===== src/rtl/hazard_unit_param_if.sv =====
// Hazard unit bundle: every pipeline-facing signal of the hazard and forwarding
// controller.
//   master : the pipeline datapath. It drives the register addresses, valids and
//            control hints, and it receives the stall, flush and forward controls.
//   slave  : the hazard unit itself.
// Source i of RA_D/RA_E is at bits [i*RAW +: RAW].
// The forward select for source i is at ForwardE[2*i +: 2].
interface hazard_unit_param_if #(
    parameter int NSRC = 2,
    parameter int RAW  = 4,
    parameter int CNTW = 16
);
    logic [NSRC*RAW-1:0] RA_D;
    logic [NSRC-1:0]     RAValidD;
    logic [NSRC*RAW-1:0] RA_E;
    logic [NSRC-1:0]     RAValidE;
    logic [RAW-1:0]      WA_E;
    logic [RAW-1:0]      WA_M;
    logic [RAW-1:0]      WA_W;
    logic                MemtoRegE;
    logic                RegWriteM;
    logic                RegWriteW;
    logic                BranchTakenE;
    logic                PCSrcD;
    logic                uOpStallD;
    logic                dstall;

    logic [2*NSRC-1:0]   ForwardE;
    logic                StallF;
    logic                StallD;
    logic                StallE;
    logic                StallM;
    logic                FlushD;
    logic                FlushE;
    logic                FlushW;
    logic                PCWrPendingF;
    logic [CNTW-1:0]     LdUseCount;
    logic [CNTW-1:0]     DStallCount;

    modport master (
        output RA_D, RAValidD, RA_E, RAValidE, WA_E, WA_M, WA_W,
               MemtoRegE, RegWriteM, RegWriteW, BranchTakenE, PCSrcD,
               uOpStallD, dstall,
        input  ForwardE, StallF, StallD, StallE, StallM, FlushD, FlushE,
               FlushW, PCWrPendingF, LdUseCount, DStallCount
    );

    modport slave (
        input  RA_D, RAValidD, RA_E, RAValidE, WA_E, WA_M, WA_W,
               MemtoRegE, RegWriteM, RegWriteW, BranchTakenE, PCSrcD,
               uOpStallD, dstall,
        output ForwardE, StallF, StallD, StallE, StallM, FlushD, FlushE,
               FlushW, PCWrPendingF, LdUseCount, DStallCount
    );
endinterface


===== src/rtl/hazard_unit_param.sv =====
// Parametrised hazard and forwarding controller for the F/D/E/M/W ARM pipeline.
//   clk, reset : single clock domain, synchronous active-high reset
//   hz (slave) : register addresses and valids, control hints, and
//                forward/stall/flush outputs plus the stall-cycle counters
// hazard_src_lane performs the address compares for one source operand: the
// E-stage forward select and the D-stage load-use hit.

module hazard_src_lane #(
    parameter int RAW   = 4,
    parameter int PCREG = 15
) (
    input  logic [RAW-1:0] ra_e,
    input  logic           rv_e,
    input  logic [RAW-1:0] ra_d,
    input  logic           rv_d,
    input  logic [RAW-1:0] wa_e,
    input  logic [RAW-1:0] wa_m,
    input  logic [RAW-1:0] wa_w,
    input  logic           rw_m,
    input  logic           rw_w,
    output logic [1:0]     fwd,
    output logic           ld_hit
);
    logic not_pc_e;
    assign not_pc_e = (ra_e != RAW'(PCREG));

    // The M result is younger than the W result, so M wins.
    always_comb begin
        fwd = 2'b00;
        if (rv_e && not_pc_e && rw_m && (wa_m == ra_e))
            fwd = 2'b10;
        else if (rv_e && not_pc_e && rw_w && (wa_w == ra_e))
            fwd = 2'b01;
    end

    assign ld_hit = rv_d && (ra_d == wa_e) && (ra_d != RAW'(PCREG));
endmodule

module hazard_unit_param #(
    parameter int NSRC  = 2,
    parameter int RAW   = 4,
    parameter int PCREG = 15,
    parameter int CNTW  = 16
) (
    input  logic                 clk,
    input  logic                 reset,
    hazard_unit_param_if.slave   hz
);
    logic [NSRC-1:0][1:0] fwd;
    logic [NSRC-1:0]      ld_hit;

    for (genvar gi = 0; gi < NSRC; gi++) begin : g_src
        hazard_src_lane #(.RAW(RAW), .PCREG(PCREG)) u_lane (
            .ra_e   (hz.RA_E[gi*RAW +: RAW]),
            .rv_e   (hz.RAValidE[gi]),
            .ra_d   (hz.RA_D[gi*RAW +: RAW]),
            .rv_d   (hz.RAValidD[gi]),
            .wa_e   (hz.WA_E),
            .wa_m   (hz.WA_M),
            .wa_w   (hz.WA_W),
            .rw_m   (hz.RegWriteM),
            .rw_w   (hz.RegWriteW),
            .fwd    (fwd[gi]),
            .ld_hit (ld_hit[gi])
        );
    end

    assign hz.ForwardE = fwd;

    logic ld_stall;
    logic pcsrc_e, pcsrc_m, pcsrc_w;
    logic stall_f, stall_d, stall_e, stall_m;
    logic flush_d, flush_e, flush_w, pc_pend;
    logic [CNTW-1:0] ld_cnt, ds_cnt;

    assign ld_stall = hz.MemtoRegE && (|ld_hit);

    // dstall freezes every stage and overrides LdStall and BranchTakenE.
    // The branch stays in the frozen E stage, so its flush fires after dstall drops.
    always_comb begin
        stall_f = 1'b0;
        stall_d = 1'b0;
        stall_e = 1'b0;
        stall_m = 1'b0;
        flush_d = 1'b0;
        flush_e = 1'b0;
        flush_w = 1'b0;
        pc_pend = hz.PCSrcD | pcsrc_e | pcsrc_m;
        if (reset) begin
            // The shadow regs may still hold stale bits until the reset edge.
            pc_pend = hz.PCSrcD;
            flush_d = 1'b1;
            flush_e = 1'b1;
            flush_w = 1'b1;
        end else if (hz.dstall) begin
            stall_f = 1'b1;
            stall_d = 1'b1;
            stall_e = 1'b1;
            stall_m = 1'b1;
            flush_w = 1'b1;
        end else begin
            stall_f = ld_stall | hz.uOpStallD | pc_pend;
            stall_d = ld_stall;
            flush_d = pc_pend | pcsrc_w | hz.BranchTakenE;
            flush_e = ld_stall | hz.BranchTakenE;
        end
    end

    always_ff @(posedge clk) begin
        if (reset) begin
            pcsrc_e <= 1'b0;
            pcsrc_m <= 1'b0;
            pcsrc_w <= 1'b0;
            ld_cnt  <= '0;
            ds_cnt  <= '0;
        end else begin
            pcsrc_e <= flush_e ? 1'b0 : (stall_e ? pcsrc_e : hz.PCSrcD);
            pcsrc_m <= stall_m ? pcsrc_m : pcsrc_e;
            pcsrc_w <= flush_w ? 1'b0 : pcsrc_m;
            // Both counters saturate at all-ones.
            if (ld_stall && !hz.dstall && !(&ld_cnt))
                ld_cnt <= ld_cnt + CNTW'(1);
            if (hz.dstall && !(&ds_cnt))
                ds_cnt <= ds_cnt + CNTW'(1);
        end
    end

    assign hz.StallF       = stall_f;
    assign hz.StallD       = stall_d;
    assign hz.StallE       = stall_e;
    assign hz.StallM       = stall_m;
    assign hz.FlushD       = flush_d;
    assign hz.FlushE       = flush_e;
    assign hz.FlushW       = flush_w;
    assign hz.PCWrPendingF = pc_pend;
    assign hz.LdUseCount   = ld_cnt;
    assign hz.DStallCount  = ds_cnt;
endmodule

===== src/flat_wrapper.sv =====
// flat-port wrapper written by rule: the top's interface ports become plain ports
module hazard_unit_param_flat 
#(
    parameter int NSRC  = 2,
    parameter int RAW   = 4,
    parameter int PCREG = 15,
    parameter int CNTW  = 16
)
  (clk, reset, hz_RA_D, hz_RAValidD, hz_RA_E, hz_RAValidE, hz_WA_E, hz_WA_M, hz_WA_W, hz_MemtoRegE, hz_RegWriteM, hz_RegWriteW, hz_BranchTakenE, hz_PCSrcD, hz_uOpStallD, hz_dstall, hz_ForwardE, hz_StallF, hz_StallD, hz_StallE, hz_StallM, hz_FlushD, hz_FlushE, hz_FlushW, hz_PCWrPendingF, hz_LdUseCount, hz_DStallCount);
  hazard_unit_param_if #(.NSRC(NSRC), .RAW(RAW), .CNTW(CNTW)) hz_i ();
  input  logic clk;
  input  logic reset;
  input wire logic [$bits(hz_i.RA_D)-1:0] hz_RA_D;
  input wire logic [$bits(hz_i.RAValidD)-1:0] hz_RAValidD;
  input wire logic [$bits(hz_i.RA_E)-1:0] hz_RA_E;
  input wire logic [$bits(hz_i.RAValidE)-1:0] hz_RAValidE;
  input wire logic [$bits(hz_i.WA_E)-1:0] hz_WA_E;
  input wire logic [$bits(hz_i.WA_M)-1:0] hz_WA_M;
  input wire logic [$bits(hz_i.WA_W)-1:0] hz_WA_W;
  input wire logic [$bits(hz_i.MemtoRegE)-1:0] hz_MemtoRegE;
  input wire logic [$bits(hz_i.RegWriteM)-1:0] hz_RegWriteM;
  input wire logic [$bits(hz_i.RegWriteW)-1:0] hz_RegWriteW;
  input wire logic [$bits(hz_i.BranchTakenE)-1:0] hz_BranchTakenE;
  input wire logic [$bits(hz_i.PCSrcD)-1:0] hz_PCSrcD;
  input wire logic [$bits(hz_i.uOpStallD)-1:0] hz_uOpStallD;
  input wire logic [$bits(hz_i.dstall)-1:0] hz_dstall;
  output wire logic [$bits(hz_i.ForwardE)-1:0] hz_ForwardE;
  output wire logic [$bits(hz_i.StallF)-1:0] hz_StallF;
  output wire logic [$bits(hz_i.StallD)-1:0] hz_StallD;
  output wire logic [$bits(hz_i.StallE)-1:0] hz_StallE;
  output wire logic [$bits(hz_i.StallM)-1:0] hz_StallM;
  output wire logic [$bits(hz_i.FlushD)-1:0] hz_FlushD;
  output wire logic [$bits(hz_i.FlushE)-1:0] hz_FlushE;
  output wire logic [$bits(hz_i.FlushW)-1:0] hz_FlushW;
  output wire logic [$bits(hz_i.PCWrPendingF)-1:0] hz_PCWrPendingF;
  output wire logic [$bits(hz_i.LdUseCount)-1:0] hz_LdUseCount;
  output wire logic [$bits(hz_i.DStallCount)-1:0] hz_DStallCount;
  assign hz_i.RA_D = hz_RA_D;
  assign hz_i.RAValidD = hz_RAValidD;
  assign hz_i.RA_E = hz_RA_E;
  assign hz_i.RAValidE = hz_RAValidE;
  assign hz_i.WA_E = hz_WA_E;
  assign hz_i.WA_M = hz_WA_M;
  assign hz_i.WA_W = hz_WA_W;
  assign hz_i.MemtoRegE = hz_MemtoRegE;
  assign hz_i.RegWriteM = hz_RegWriteM;
  assign hz_i.RegWriteW = hz_RegWriteW;
  assign hz_i.BranchTakenE = hz_BranchTakenE;
  assign hz_i.PCSrcD = hz_PCSrcD;
  assign hz_i.uOpStallD = hz_uOpStallD;
  assign hz_i.dstall = hz_dstall;
  assign hz_ForwardE = hz_i.ForwardE;
  assign hz_StallF = hz_i.StallF;
  assign hz_StallD = hz_i.StallD;
  assign hz_StallE = hz_i.StallE;
  assign hz_StallM = hz_i.StallM;
  assign hz_FlushD = hz_i.FlushD;
  assign hz_FlushE = hz_i.FlushE;
  assign hz_FlushW = hz_i.FlushW;
  assign hz_PCWrPendingF = hz_i.PCWrPendingF;
  assign hz_LdUseCount = hz_i.LdUseCount;
  assign hz_DStallCount = hz_i.DStallCount;
  hazard_unit_param #(.NSRC(NSRC), .RAW(RAW), .PCREG(PCREG), .CNTW(CNTW)) u_core (.clk(clk), .reset(reset), .hz(hz_i));
endmodule

===== config.mk =====
export PLATFORM = sky130hd
export DESIGN_NAME = hazard_unit_param_flat
export DESIGN_NICKNAME = d
export VERILOG_FILES = /design/src/rtl/hazard_unit_param_if.sv /design/src/rtl/hazard_unit_param.sv /design/src/flat_wrapper.sv
export SDC_FILE = /design/constraint.sdc
export NUM_CORES = 1
export LEC_CHECK = 0
export ABC_AREA = 1
export CORE_UTILIZATION = 40
export DETAILED_ROUTE_END_ITERATION = 12
export GPL_TIMING_DRIVEN = 0
export PLACE_DENSITY = 0.7
export SYNTH_ARGS = -nofsm -noshare
export SYNTH_HDL_FRONTEND = slang
export SYNTH_SLANG_ARGS = --single-unit

===== constraint.sdc =====
create_clock -name clk -period 1.8 [get_ports clk]
set_input_delay 0.27 -clock clk [delete_from_list [all_inputs] [get_ports clk]]
set_output_delay 0.27 -clock clk [all_outputs]
set_load 0.01 [all_outputs]

After elaboration in Yosys (flattened, before gate mapping)
Index checks and enable logic that the tools add are counted.

word-level totals
  flip-flop bits (word level) = 35
  bits in latches = 0
  memory bits (writable) = 0
  ROM bits = 0
  memories kept = 0

cells by class
  $add $sub $neg = 2
  multiply operators = 0
  divide/modulo/power cells = 0
  order comparisons = 0
  equality and inequality tests = 10
  shifts and indexed selects = 0
  mux-type cells = 16
  bitwise logic cells = 7
  reduce and logical (&&, ||, !) cells = 26

operator list
  cell                                                              number
  16-bit by 1-bit adder with 16-bit output (second input constant)  2
  16-bit AND reduction                                              2
  4-bit equality test                                               6
  1-bit logical AND                                                 18
  4-bit inequality test (second input constant)                     4
  1-bit 2-to-1 mux                                                  14
  1-bit OR                                                          7
  2-bit OR reduction                                                3
  2-bit 2-to-1 mux                                                  2
  1-bit zero test                                                   3

Depth between registers and ports, before layout
  depth in word-level cells = 9
  depth in mapped cells = 11

Modules after synthesis
A second synthesis with hierarchy kept.

unflattened totals
  cell total of the unflattened synthesis = 427
  area total of the unflattened synthesis = 2615.0 sq um

by module, submodules not included
  module             times used  cells each  area an instance (sq um)  sequential area each (sq um)
  hazard_unit_param  1           309         2074.5                    700.7
  hazard_src_lane    2           59          270.3                     0.0

Worst setup path before layout
Ideal clock, no wire load.

  kind = register to register
  start point = reg u_core.ds_cnt[0], in the netlist u_core.hz.DStallCount[0]
  end point = reg u_core.ds_cnt[0], in the netlist u_core.hz.DStallCount[0]
  arrival time = 1.476 ns
  required time = 1.674 ns
  path slack = 0.198 ns
  stages on the path, launching flop included = 10
  buffers on the path = 1
  period minus slack after synthesis = 1.602 ns
  cell sequence = dfxtp_1 ha_1 nand3_1 nor2_2 nand3_2 nand2_2 inv_1 buf_6 o21ai_0 a21oi_1

between the ends
  word-level cells in the longest chain between the ends = 3
  elaborated cells between the ends (all ways) = 4

ends and longest elaborated chain
  element                                                                           RTL line                  source
  from (decl)                                                                       hazard_unit_param.sv:74   logic [CNTW-1:0] ld_cnt, ds_cnt;
  from (signal assigned)                                                            hazard_unit_param.sv:124  ds_cnt <= ds_cnt + CNTW'(1);
  branches (longest 3 deep; another with 16-bit by 1-bit adder with 16-bit output)  --

Several ways; the timed one is not identified.
A chain may end at the register's enable or synchronous reset.

Worst setup path in the final report
  start point = in hz_dstall
  end point = out hz_StallM

between the ends
  word-level cells in the longest chain between the ends = 2

ends and longest elaborated chain
  element           RTL line                 source
  from (decl)       flat_wrapper.sv:26       input wire logic [$bits(hz_i.dstall)-1:0] hz_dstall;
  1-bit 2-to-1 mux  hazard_unit_param.sv:95  end else if (hz.dstall) begin
  1-bit 2-to-1 mux  hazard_unit_param.sv:89  if (reset) begin
  to (decl)         flat_wrapper.sv:31       output wire logic [$bits(hz_i.StallM)-1:0] hz_StallM;

Every way passes these cells.

==> results.md <==
- Register area share after synthesis: 0.284
- Mapped Cells: 397
- I/O pin total: 85
- Crit path buf inv count: 4
- Fillcell total: 608
- CP Class: input port to output pin
- WHS Endpoint: u_core.hz.DStallCount[0]
- Antenna violations before repair: 0
- Hold_sp: u_core.hz.DStallCount[0]
- Share of cells above drive strength 1: 0.112
- GPL Wtd Cong: 0.877
- GR Util met3: 0.0477
- DR vias: 2852
- Worst path cell trace: dlygate4sd2_1 -> inv_2 -> nor2_4 -> buf_4 -> clkdlybuf4s50_1
- Initial Util: 0.415
- Core Rows: 28
- RR Startpoint: u_core.hz.DStallCount[1]
- Final worst path period share: 0.975
- Net count after synthesis: 440
- Ys flop type: dfxtp_1
- RSZ-0062 raised after global routing: yes
- Fin. max-slew vios: 0
- IO buf count: 83
- Final setup violation count: 0
- Syn-to-layout area delta: 45.0%
- Total Wirelength: 7090 um
- Final net count: 535
- Final min period: 1.76 ns
- Cell variety after synth: 31
- Slowest CP cell: clkdlybuf4s50_1
- Commonest non-fill, non-tap cell in the layout: nand2_1
- CTS H-tree depth: 2
- CTS Buffer Depth: 2
- First DRT Iteration DRCs: 157
- Flop and latch count out of synthesis: 35
- Crit path DAT: 1.49 ns
- Pwr dens: 519 nW/um^2
- Peak VDD IR: 353 uV
- CTS Hold Buffers Added: 0
- DRC viols: 0
- Setup Skew: 0.00591 ns
- Achievable clock frequency: 570 MHz
- Outcome: finished clean
- CORE AREA: 5960 sq um
- Setup crit start kind: input port
- Post-DR vias/cell: 5.02
- Global route hottest layer: met2
- Fin. Hold Viols: 0
- Setup slack, reg-to-reg: 0.10 ns
- Die Area: 6490 sq um
- Hold Path Cell Cnt: 1
- Most frequent cells in the layout: nand2_1, inv_1, clkdlybuf4s50_1
- Rel. slew slack: 0.610
- DP HPWL: 5280 um
- Post-Syn Area: 2470 sq um
- CTS tree: yes
- ANT cells: 0
- HP Class: register to register
- Clock Latency Late Sink: 0.29 ns
- Met2 global-route usage: 0.429
- Critical path's top delay family: buffers and inverters
- Min Hold Slack: 0.471 ns
- CTS Buf Count: 5
- Pleak: 1.45 nW
- Max incr delay on CP: 0.52 ns
- First-pass GRT wire length: 11600 um
- Async set-reset flop share out of synthesis: 0
- Dpl ws: -0.830 ns
- Ys Warns: 0
- GRT met1 Usage: 0.261
- CTS Root Cell: clkbuf_8
- Worst setup margin: 0.0450 ns
- Number of flops mapped to enable cells by yosys: 0
- Worst-Margin Slew: 0.585 ns
- CTS clk-pin slew, worst paths: 0.08 ns
- Number of routed nets with antenna violations: 0
- GRT Total Usage: 0.228
- WP data required: 1.53 ns
- Largest net degree at the start of global routing: 12
- Vias in the first global route: 2602
- Synth Area per Inst: 6.22 sq um
- Drt pass-1 iters: 4
- CP max FO: 6
- DIE WIDTH: 80.6 um
- Grt ovf: 0
- Die extent in y: 80.6 um
- Worst R2R Path Depth: 9
- Reg-to-reg endpoint: u_core.hz.DStallCount[0]
- Setup TNS: 0 ns
- Max-Cap Viols: 0
- WL/cell: 12.5 um
- CP endpoint kind: output pin
- Critical path launch point: hz_dstall
- Sink Count: 35
-- worst register-to-register path: stages (launching register included) --
cell	delay (ns)
dfxtp_1	0.38
ha_2	0.23
nand3_2	0.12
nor2_2	0.18
nand3_2	0.11
nand2_2	0.14
inv_1	0.09
buf_6	0.15
o21ai_0	0.14
a21oi_1	0.05
-- routing by layer --
layer	wire [um]	part of all wire
met5	0	0
met4	57	0.0080
met3	405	0.057
met2	3520	0.50
met1	3110	0.44
-- timing repair --
item / 4_1_cts / 5_1_grt
pin swaps: 12 / 9
resized for setup: 68 / 14
endpoints found under the setup margin: 13 / 33
buffers inserted: 4 / 1
gates cloned: 0 / 0
-- where the power goes --
part	switching [W]	internal, W	total (W)
logic	0.000167	0.000148	0.000316
registers	0.00000843	0.000782	0.000790
clock network	0.000306	0.000449	0.000755
-- worst max-delay path by stage --
| stage | end | slack (ns) | cells after the start |
|---|---|---|---|
| detailed placement | hz_FlushE | -0.83 | 10 |
| CTS | hz_StallF | 0.02 | 11 |
| floorplan | u_core.hz.DStallCount[0] | 0.20 | 9 |
| global placement | hz_FlushE | -0.79 | 10 |
| global route | u_core.hz.DStallCount[0] | -0.01 | 9 |
| finish | hz_StallM | 0.04 | 5 |
-- stage by stage --
step	cells	total power [W]	util	instance area, sq um
after global placement	555	0.00112	0.570	3390
after CTS	567	0.00187	0.593	3530
after floorplan	397	0.000949	-	2470
final	568	0.00186	0.601	3580
after global routing	568	0.00194	0.601	3580
after detailed placement	555	0.00113	0.570	3390
-- Yosys cell counts, types with 3 or more instances --
cell type | instances | area, sq um
o21ai_0 | 14 | 70.1
buf_4 | 3 | 22.5
nor3_1 | 9 | 45.0
clkbuf_1 | 4 | 15.0
a21oi_1 | 28 | 140
inv_1 | 48 | 180
xnor2_1 | 9 | 78.8
nor2_1 | 39 | 146
nand2_2 | 3 | 18.8
nand2_1 | 114 | 428
xor2_1 | 14 | 123
nand3_1 | 26 | 130
nand4_1 | 29 | 181
dfxtp_1 | 35 | 701
-- state kept, by name (all words and copies together) (netlist names) --
name	flops
u_core.pcsrc_e	1
u_core.pcsrc_m	1
u_core.hz.LdUseCount	16
u_core.pcsrc_w	1
u_core.hz.DStallCount	16
-- cell type report --
| class | instances | area, sq um | area share |
|---|---|---|---|
| multi-input cells | 301 | 1580 | 0.441 |
| repair buffers | 88 | 806 | 0.225 |
| flip-flops and latches | 35 | 704 | 0.197 |
| inverters | 49 | 184 | 0.0513 |
| plain buffers | 12 | 95.1 | 0.0265 |
| well taps | 75 | 93.8 | 0.0262 |
| clock buffers | 6 | 82.6 | 0.0231 |
| clock inverters | 2 | 35.0 | 0.00978 |
-- logic make-up after synthesis --
family                     count (synthesis)  synth area share
and+or+nand+nor                          232             0.425
buffers and inverters                     61             0.108
AOI/OAI and AO/OA                         44            0.0917
DFF                                       35             0.284
xor gates and xnor gates                  23            0.0816
adders and majority gates                  2            0.0101
Power figures use the tool's default switching activity.
